`config.mk`:
```
export PLATFORM = sky130hd
export DESIGN_NAME = i2c_bus_monitor
export DESIGN_NICKNAME = d
export VERILOG_FILES = /design/src/rtl/i2c_bus_monitor.sv
export SDC_FILE = /design/constraint.sdc
export NUM_CORES = 1
export LEC_CHECK = 0
export BUFFER_PORTS_ARGS = -buffer_cell sky130_fd_sc_hd__buf_2
export CELL_PAD_IN_SITES_DETAIL_PLACEMENT = 0
export CELL_PAD_IN_SITES_GLOBAL_PLACEMENT = 1
export CORE_UTILIZATION = 42
export CTS_BUF_LIST = sky130_fd_sc_hd__clkbuf_8
export CTS_CLUSTER_SIZE = 20
export DETAILED_ROUTE_END_ITERATION = 10
export PLACE_DENSITY_LB_ADDON = 0.1
export SYNTH_ARGS = -nofsm -noshare
export SYNTH_HDL_FRONTEND = slang
export SYNTH_SLANG_ARGS = --single-unit
```
`constraint.sdc`:
```
create_clock -name FPGA_clk -period 2 [get_ports FPGA_clk]
set_input_delay 0.2 -clock FPGA_clk [delete_from_list [all_inputs] [get_ports FPGA_clk]]
set_output_delay 0.2 -clock FPGA_clk [all_outputs]
set_load 0.01 [all_outputs]
```
`src/rtl/i2c_bus_monitor.sv`:
```
// ---------------------------------------------------------------------------
// i2c_bus_monitor
//
// Passive front end of an I2C slave. It synchronises the raw SCL/SDA pins
// into the FPGA_clk domain, detects START / repeated START and STOP
// conditions, and tracks the slave-address phase of each transfer for an
// external address decoder.
//
// Parameters
//   SYNC_STAGES      synchroniser depth on each raw bus line (2..4)
//
// Ports
//   FPGA_clk         system clock, rising edge
//   rst              asynchronous, active-high reset
//   scl_in, sda_in   raw asynchronous I2C pins
//   bit_count_enable one-cycle pulse from the decoder: advance bit_count
//   decode_done      one-cycle pulse from the decoder: compare finished
//   selected         decoder match flag, meaningful only with decode_done
//   SCL, SDA         synchronised bus lines (last synchroniser stage)
//   SCL_prev         SCL delayed by one FPGA_clk
//   enable           decoder enable, high in the ADDR phase
//   bit_count        address bit under comparison (0 = MSB), saturates at 6
//   start_det        one-cycle START / repeated-START pulse
//   stop_det         one-cycle STOP pulse
//   addr_match       high while this slave is addressed
//   bus_busy         high between START and STOP
// ---------------------------------------------------------------------------
module i2c_bus_monitor #(
  parameter int SYNC_STAGES = 2
) (
  input  logic       FPGA_clk,
  input  logic       rst,
  input  logic       scl_in,
  input  logic       sda_in,
  input  logic       bit_count_enable,
  input  logic       decode_done,
  input  logic       selected,
  output logic       SCL,
  output logic       SCL_prev,
  output logic       SDA,
  output logic       enable,
  output logic [2:0] bit_count,
  output logic       start_det,
  output logic       stop_det,
  output logic       addr_match,
  output logic       bus_busy
);

  typedef enum logic [1:0] {
    IDLE     = 2'd0,
    ADDR     = 2'd1,
    SELECTED = 2'd2,
    IGNORE   = 2'd3
  } state_t;

  localparam logic [2:0] BIT_COUNT_MAX = 3'd6;

  logic [SYNC_STAGES-1:0] scl_sync_r;
  logic [SYNC_STAGES-1:0] sda_sync_r;
  logic                   scl_prev_r;
  logic                   sda_prev_r;
  logic                   start_cond_s;
  logic                   stop_cond_s;

  state_t                 state_r;
  logic [2:0]             bit_count_r;
  logic                   enable_r;
  logic                   addr_match_r;
  logic                   bus_busy_r;
  logic                   start_det_r;
  logic                   stop_det_r;

  // Synchroniser chains and one-cycle history of the synchronised lines.
  // Reset loads the idle bus level (1) everywhere so that releasing reset
  // cannot look like an SDA falling edge with SCL high.
  always_ff @(posedge FPGA_clk or posedge rst) begin
    if (rst) begin
      scl_sync_r <= {SYNC_STAGES{1'b1}};
      sda_sync_r <= {SYNC_STAGES{1'b1}};
      scl_prev_r <= 1'b1;
      sda_prev_r <= 1'b1;
    end else begin
      scl_sync_r <= {scl_sync_r[SYNC_STAGES-2:0], scl_in};
      sda_sync_r <= {sda_sync_r[SYNC_STAGES-2:0], sda_in};
      scl_prev_r <= scl_sync_r[SYNC_STAGES-1];
      sda_prev_r <= sda_sync_r[SYNC_STAGES-1];
    end
  end

  // SDA edges only count as bus conditions when SCL has been high for two
  // consecutive samples; anything else is an ordinary data transition.
  assign start_cond_s = scl_sync_r[SYNC_STAGES-1] & scl_prev_r &
                        sda_prev_r & ~sda_sync_r[SYNC_STAGES-1];
  assign stop_cond_s  = scl_sync_r[SYNC_STAGES-1] & scl_prev_r &
                        ~sda_prev_r & sda_sync_r[SYNC_STAGES-1];

  // Transfer-phase FSM. Outputs are registered alongside the state so they
  // never depend combinationally on inputs. START/STOP are checked first so
  // they override any decoder pulse arriving in the same cycle.
  always_ff @(posedge FPGA_clk or posedge rst) begin
    if (rst) begin
      state_r      <= IDLE;
      bit_count_r  <= 3'd0;
      enable_r     <= 1'b0;
      addr_match_r <= 1'b0;
      bus_busy_r   <= 1'b0;
      start_det_r  <= 1'b0;
      stop_det_r   <= 1'b0;
    end else begin
      start_det_r <= start_cond_s;
      stop_det_r  <= stop_cond_s;

      if (start_cond_s) begin
        // START or repeated START: always restart the address phase.
        state_r      <= ADDR;
        bit_count_r  <= 3'd0;
        enable_r     <= 1'b1;
        addr_match_r <= 1'b0;
        bus_busy_r   <= 1'b1;
      end else if (stop_cond_s) begin
        state_r      <= IDLE;
        bit_count_r  <= 3'd0;
        enable_r     <= 1'b0;
        addr_match_r <= 1'b0;
        bus_busy_r   <= 1'b0;
      end else begin
        case (state_r)
          ADDR: begin
            // Saturate instead of wrapping so a stray extra pulse cannot
            // point the decoder back at the MSB.
            if (bit_count_enable && (bit_count_r < BIT_COUNT_MAX)) begin
              bit_count_r <= bit_count_r + 3'd1;
            end else begin
              bit_count_r <= bit_count_r;
            end

            if (decode_done) begin
              enable_r   <= 1'b0;
              bus_busy_r <= 1'b1;
              if (selected) begin
                state_r      <= SELECTED;
                addr_match_r <= 1'b1;
              end else begin
                state_r      <= IGNORE;
                addr_match_r <= 1'b0;
              end
            end else begin
              state_r      <= ADDR;
              enable_r     <= 1'b1;
              addr_match_r <= 1'b0;
              bus_busy_r   <= 1'b1;
            end
          end

          SELECTED: begin
            // Decoder pulses are meaningless here; wait for START/STOP.
            state_r      <= SELECTED;
            enable_r     <= 1'b0;
            addr_match_r <= 1'b1;
            bus_busy_r   <= 1'b1;
          end

          IGNORE: begin
            state_r      <= IGNORE;
            enable_r     <= 1'b0;
            addr_match_r <= 1'b0;
            bus_busy_r   <= 1'b1;
          end

          IDLE: begin
            state_r      <= IDLE;
            enable_r     <= 1'b0;
            addr_match_r <= 1'b0;
            bus_busy_r   <= 1'b0;
          end

          default: begin
            // Unreachable encoding: recover to a quiet bus.
            state_r      <= IDLE;
            bit_count_r  <= 3'd0;
            enable_r     <= 1'b0;
            addr_match_r <= 1'b0;
            bus_busy_r   <= 1'b0;
          end
        endcase
      end
    end
  end

  assign SCL        = scl_sync_r[SYNC_STAGES-1];
  assign SDA        = sda_sync_r[SYNC_STAGES-1];
  assign SCL_prev   = scl_prev_r;
  assign enable     = enable_r;
  assign bit_count  = bit_count_r;
  assign start_det  = start_det_r;
  assign stop_det   = stop_det_r;
  assign addr_match = addr_match_r;
  assign bus_busy   = bus_busy_r;

endmodule

```
==> summary.txt, run 1 <==
STA
  – Post-layout min period: ~1.2 ns
  – Layout Skew: around 0.0013 ns
  – Max Freq: about 800 MHz
  – Tcrit/Tclk final: 0.623
  – Final Max Tran Viols: 0
  – Final worst setup slack: ~0.75 ns
  – Hold violation count in the final report: 8
  – Setup TNS: 0 ns
  – Fin Hold WS: -0.00161 ns
  – RSZ-0062 raised after global routing: false
  – Slew at the pin closest to its max-slew limit: 0.567 ns
  – Rel. slew slack: 0.622
  – Setup violators final: 0

Logic synthesis
  – Dominant cell type by area after synthesis: dfrtp_1
  – Synth Cell Area: around 590 um^2
  – Synth Net Count: 57
  – Synth area leaders: dfrtp_1 42%, dfstp_2 27%, a21oi_1 4.2%
  – #FFs+latches synth: 16
  – Syn Area/Cell: roughly 12 um^2
  – Sequential fraction of the synthesis area: 0.686
  – Distinct cells, synth: 19
  – Top cell type's share of synthesized area: 0.421
  – Synth warn: 0
  – Mapped Cells: between 40 and 50

Setup path
  – Flop-to-flop setup slack: 0.75 ns
  – Crit. End Element: register
  – Crit path DAT: roughly 1.4 ns
  – CP Data Required Time: around 2.2 ns
  – Critical path capture point: bit_count[0]$_DFFE_PP0P_
  – CP max FO: 8
  – CP startpoint kind: register
  – Reg-to-Reg Start: state_r[1]$_DFF_PP0_
  – Worst r2r dst: bit_count[0]$_DFFE_PP0P_
  – Reg2Reg Depth: 3
  – Worst setup path start: state_r[1]$_DFF_PP0_
  – Critical path type: reg2reg

Floorplan
  – Die area: around 1600 um^2
  – Core region area: around 1300 um^2
  – # rows: 13
  – Die W: a little under 40 um
  – Boundary Pins: 18
  – Initial Utilization: 0.457
  – Die span in y: ~40 um

Clock network
  – Clk Latency, worst-skew pair: roughly 0.24 ns
  – CTS Buf Count: 3
  – Setup bufs post-CTS: 0
  – Bufs on Longest Clock Path: 2
  – H-Tree Depth: 1
  – Clk sink count: 16
  – CTS root buffer: clkbuf_8
  – Post-CTS sizing: 0
  – CTS tree: done
  – CTS Hold Bufs: 0
  – Clk slew on worst S/H paths: 0.06 ns

Place
  – Placed Area: around 700 um^2
  – Port-buffer cells: 17
  – Pre-CTS setup slack: between 0.7 and 0.8 ns
  – Post-DP HPWL: roughly 700 um
  – Gp weighted congestion: ~0.62
  – Inst Count DP: a little over 80

Run
  – Max-cap violations: 0

Pwr
  – Pwr dens: 1140 nW/um^2
  – Leak Pwr: 0.000381 uW
  – Worst vdd ir: roughly 0.00056 V

Global routing
  – First-pass GRT wire length: about 1600 um
  – Largest net degree at the start of global routing: 17
  – Congestion Overflow GR: 0
  – Initial antenna violation count: 0
  – Tot GR Track Use: 0.161
  – Vias in the first global route: approximately 400

Route
  – WL final: approximately 950 um
  – Via count: approximately 440
  – DR vias/cell: approximately 5.2
  – Remaining DRCs: 0
  – Starting DRT DRC Count: 5
  – First-pass iteration count of the detailed router: 4
  – Wire per inst: ~11 um
  – Post-DRT Antenna Nets: 0

Layout
  – P&R area growth vs syn: 26.7%
  – Final Instance Count excl. Fillers: 85
  – Most frequent cells in the layout: 17 x buf_2, 10 x dfrtp_1, 6 x dfstp_2
  – Nets: approximately 80
  – Layout cells sized above 1: 0.429
  – Most common cell after layout, fill and taps aside: buf_2
  – Filler cell count: 126
  – Final instance area: roughly 750 um^2
  – Antenna Cells: 0

Outcome
  – Status: finished with violations
  – Failing checks: negative hold slack

Min path
  – Worst min path class: in2async
worst max-delay path, cell delays in order, from the launching register on:
cell and delay [ns]:
dfrtp_1 0.44, nand3b_1 0.23, or3_1 0.38, a21oi_2 0.14
area by class of cell:
cell class | instances | area, um^2 | share of cell area
sequential | 16 | 408 | 0.542
multi-input combinational | 30 | 175 | 0.233
timing repair buffer | 17 | 85.1 | 0.113
clock buffer | 4 | 55.1 | 0.0731
tap | 15 | 18.8 | 0.0249
inverter | 3 | 11.3 | 0.0150
through the flow:
step / hold slack (ns) / util / total power [uW]
after floorplan: 0.109 / - / 522
after global placement: 0.286 / 0.537 / 590
after detailed placement: 0.290 / 0.537 / 586
after CTS: 0.0252 / 0.579 / 874
after global routing: 0.0401 / 0.579 / 916
final: -0.00161 / 0.579 / 861
power by group:
| part | switching [uW] | leakage, uW | internal (uW) |
|---|---|---|---|
| Clock | 106 | 0.0000288 | 174 |
| Combinational | 83.1 | 0.000161 | 71.6 |
| Sequential | 43.3 | 0.000191 | 382 |
| Total | 233 | 0.000381 | 628 |
registers in the layout, summed over array words and instances, names as in the netlist:
name        count
bus_busy        1
scl_sync_r      2
SCL_prev        1
stop_det        1
enable          1
start_det       1
sda_prev_r      1
state_r         2
sda_sync_r      2
addr_match      1
bit_count       3
worst min path at each step:
stage	cells past startpoint	slack, ns	startpoint	to
6_report	2	-0.002	rst	bit_count[2]$_DFFE_PP0P_
5_1_grt	1	0.04	scl_in	scl_sync_r[0]$_DFF_PP1_
4_1_cts	2	0.03	rst	bit_count[2]$_DFFE_PP0P_
3_5_place_dp	2	0.29	rst	start_det$_DFF_PP0_
3_3_place_gp	2	0.29	rst	start_det$_DFF_PP0_
2_1_floorplan	1	0.11	rst	addr_match$_DFF_PP0_
per-layer routing:
metal,GRT usage,wire length (um),part of all wire
met1,0.182,415,0.44
met2,0.258,460,0.49
met3,0.0511,47,0.050
met4,0.103,23,0.024
met5,0,0,0
synthesized netlist by cell type:
master    instances
a21oi_1           5
a21oi_2           1
and2_1            1
and3b_1           1
and4b_1           1
dfrtp_1          10
dfstp_2           6
ha_1              1
inv_1             2
inv_2             1
nand2_1           4
nand2b_1          2
nand3b_1          1
nor2_1            3
nor3_1            1
o21ai_0           5
o41ai_1           1
or2_2             1
or3_1             2
cell families (layout without fill, tap and decap cells):
| kind of cell | count (synthesis) | count (layout) | share of synthesized area |
|---|---|---|---|
| and+or+nand+nor | 17 | 17 | 0.160 |
| adders and majority gates | 1 | 1 | 0.0210 |
| DFF | 16 | 16 | 0.686 |
| AOI/OAI and AO/OA | 12 | 12 | 0.114 |
| buffers and inverters | 3 | 24 | 0.0189 |
Power figures use the tool's default switching activity.
==> run 2, diff against run 1 <==
CORE_UTILIZATION = 39   (was 42)
clock period = 1.16 ns   (was 2 ns; I/O delays follow)
==> run 2 against run 1 <==
The run now ends clean. Count of clock-buffer cells in the layout did not move. Clock skew is 0.00099 ns higher. Sequential share of layout area fell by 5.9 points. Largest power group unchanged. Largest cell class unchanged. Final area rose by 13%. Cell count up 7.1%. Sequential power is 71% higher. Sequential cell count unchanged. Maximum frequency up 12%. First-iteration DRC count up 20%.
==> summary.txt, run 2 (synthesized netlist as in run 1, its figures left out) <==
Outcome
  – Status: completed (was finished with violations)

Global routing
  – Initial antenna violation count: 0 (unchanged)
  – Largest net degree at the start of global routing: 11 (was 17)
  – Vias in the first global route: 344 (was 395)
  – Tot GR Track Use: 0.156 (was 0.161)
  – Congestion Overflow GR: 0 (unchanged)
  – First-pass GRT wire length: 1590 um (was 1550 um)

STA
  – Tcrit/Tclk final: 0.962 (was 0.623)
  – Layout Skew: 0.00229 ns (was 0.00131 ns)
  – Max Freq: 896 MHz (was 802 MHz)
  – Fin Hold WS: 0.0213 ns (was -0.00161 ns)
  – Slew at the pin closest to its max-slew limit: 0.258 ns (was 0.567 ns)
  – Post-layout min period: 1.12 ns (was 1.25 ns)
  – Hold violation count in the final report: 0 (was 8)
  – Final Max Tran Viols: 0 (unchanged)
  – Setup violators final: 0 (unchanged)
  – Rel. slew slack: 0.826 (was 0.622)

Place
  – Gp weighted congestion: 0.633 (was 0.615)
  – Inst Count DP: 85 (was 81)
  – Port-buffer cells: 17 (unchanged)

Floorplan
  – # rows: 13 (unchanged)
  – Die span in y: 41.0 um (was 39.6 um)
  – Core region area: 1370 um^2 (was 1300 um^2)
  – Boundary Pins: 18 (unchanged)
  – Die area: 1680 um^2 (was 1570 um^2)
  – Initial Utilization: 0.435 (was 0.457)
  – Die W: 41.0 um (was 39.6 um)

Min path
  – Worst min path class: in2async (unchanged)

Setup path
  – CP max FO: 5 (was 8)
  – CP Data Required Time: 1.33 ns (was 2.18 ns)
  – Crit path DAT: 1.28 ns (was 1.42 ns)
  – Reg2Reg Depth: 4 (was 3)
  – Crit. End Element: register (unchanged)
  – Max incr delay on CP: 0.57 ns (was 0.44 ns)
  – Critical path type: reg2reg (unchanged)
  – CP startpoint kind: register (unchanged)
  – Crit path max-delay cell type: dfstp_2 (was dfrtp_1)
  – Cell Chain, Critical Path: nand2b_4, a21oi_2, buf_4, nor3_4 (was nand3b_1, or3_1, a21oi_2)

Route
  – Post-DRT Antenna Nets: 0 (unchanged)
  – DR vias/cell: 4.85 (was 5.15)
  – Wire per inst: 11.6 um (was 11.1 um)
  – WL final: 1050 um (was 947 um)
  – First-pass iteration count of the detailed router: 4 (unchanged)
  – Via count: 441 (was 438)
  – Remaining DRCs: 0 (unchanged)
  – Starting DRT DRC Count: 6 (was 5)

Layout
  – Layout cells sized above 1: 0.566 (was 0.429)
  – Most common cell after layout, fill and taps aside: buf_2 (unchanged)
  – Max reg flops: 3 (unchanged)
  – Nets: 85 (was 79)
  – Final Instance Count excl. Fillers: 91 (was 85)
  – Filler cell count: 110 (was 126)
  – P&R area growth vs syn: 42.7% (was 26.7%)
  – Most frequent cells in the layout: 17 x buf_2, 9 x dfrtp_1, 6 x dfstp_2 (was 17 x buf_2, 10 x dfrtp_1, 6 x dfstp_2)
  – Antenna Cells: 0 (unchanged)

Run
  – Max-cap violations: 0 (unchanged)

Pwr
  – Switching share of power: 0.272 (was 0.271)
  – Worst vdd ir: 0.000819 V (was 0.000556 V)
  – Seq pwr share: 0.468 (was 0.494)
  – Power share of the combinational group: 0.219 (was 0.180)
  – Switching power of the nets: 421 uW (was 233 uW)
  – Leak Pwr: 0.000421 uW (was 0.000381 uW)
  – Cell-internal power: 1130 uW (was 628 uW)
  – Pwr dens: 1830 nW/um^2 (was 1140 nW/um^2)
  – Clock power frac: 0.312 (was 0.326)

Clock network
  – CTS Buf Count: 3 (unchanged)
  – Clk Latency, worst-skew pair: 0.24 ns (about the same)
  – Setup bufs post-CTS: 0 (unchanged)
  – Bufs on Longest Clock Path: 2 (unchanged)
  – H-Tree Depth: 1 (unchanged)
  – Clk slew on worst S/H paths: 0.06 ns (about the same)
  – Clk sink count: 16 (unchanged)
  – CTS root buffer: clkbuf_8 (unchanged)
  – CTS tree: done (unchanged)
## run 2: cell count changes in the layout (fill, tap and decap cells not counted), moves of 2 or more
cell,change
nand2b_1,-2
nand2b_4,+2
a21oi_1,-3
dlygate4sd3_1,+2
a21oi_2,+3
buf_4,+4
## run 2: metal layers
metal	GRT usage	part of all wire	vias to the layer above
met3	0.0326	0.038	2
met5	0	0	-
met1	0.220	0.47	203
li1	-	-	223
met4	0.100	0.0057	0
met2	0.215	0.48	13
## run 2: path summary, 6_finish.rpt
path                                                 end               startpoint  slack [ns]
worst max-delay path            bit_count[2]$_DFFE_PP0P_  sda_sync_r[1]$_DFF_PP1_        0.04
worst min register to register   scl_sync_r[1]$_DFF_PP1_  scl_sync_r[0]$_DFF_PP1_        0.35
min in group FPGA_clk                   enable$_DFF_PP0_              decode_done        0.08
worst max register to register  bit_count[2]$_DFFE_PP0P_  sda_sync_r[1]$_DFF_PP1_        0.04
worst min-delay path                sda_prev_r$_DFF_PP1_                      rst        0.02
max in group asynchronous           state_r[0]$_DFF_PP0_                      rst        0.95
## run 2: per-stage QoR
step | worst slack (ns) | area, um^2 | power [uW] | utilization | setup TNS [ns]
final | 0.0439 | 848 | 1550 | 0.621 | 0
after global routing | -0.0172 | 848 | 1640 | 0.621 | -0.0539
after CTS | 0.00789 | 808 | 1530 | 0.592 | 0
after detailed placement | 0.0177 | 728 | 1040 | 0.533 | 0
after global placement | 0.00468 | 728 | 1040 | 0.533 | 0
after floorplan | 0.0138 | 594 | 901 | - | 0
## run 2: timing repair
action                     in CTS  in global routing
resized for setup               1                 10
pin swaps                       0                  5
setup endpoints to repair       1                  6
hold endpoints to repair        2                  0
hold buffers                    2                  0
## run 2: worst max-delay path, delay by kind of cell (launching register included)
kind	cells	cell delay [ns]
buf+inv	1	0.16
flops	1	0.57
compound gates	1	0.05
simple gates	2	0.25
## run 2: final cells by class
type	instances	area, um^2	area share
Sequential cell	16	409	0.482
Multi-Input combinational cell	30	219	0.258
Tap cell	15	18.8	0.0221
Inverter	3	11.3	0.0133
Clock buffer	4	55.1	0.0649
Timing Repair Buffer	23	135	0.159
## run 2: power groups by stage
stage / combinational (uW) / sequential, uW / clock, uW
2_1_floorplan: 131 / 769 / 0
3_3_place_gp: 311 / 730 / 0
3_5_place_dp: 307 / 728 / 0
4_1_cts: 313 / 721 / 497
5_1_grt: 384 / 741 / 517
6_report: 340 / 725 / 484
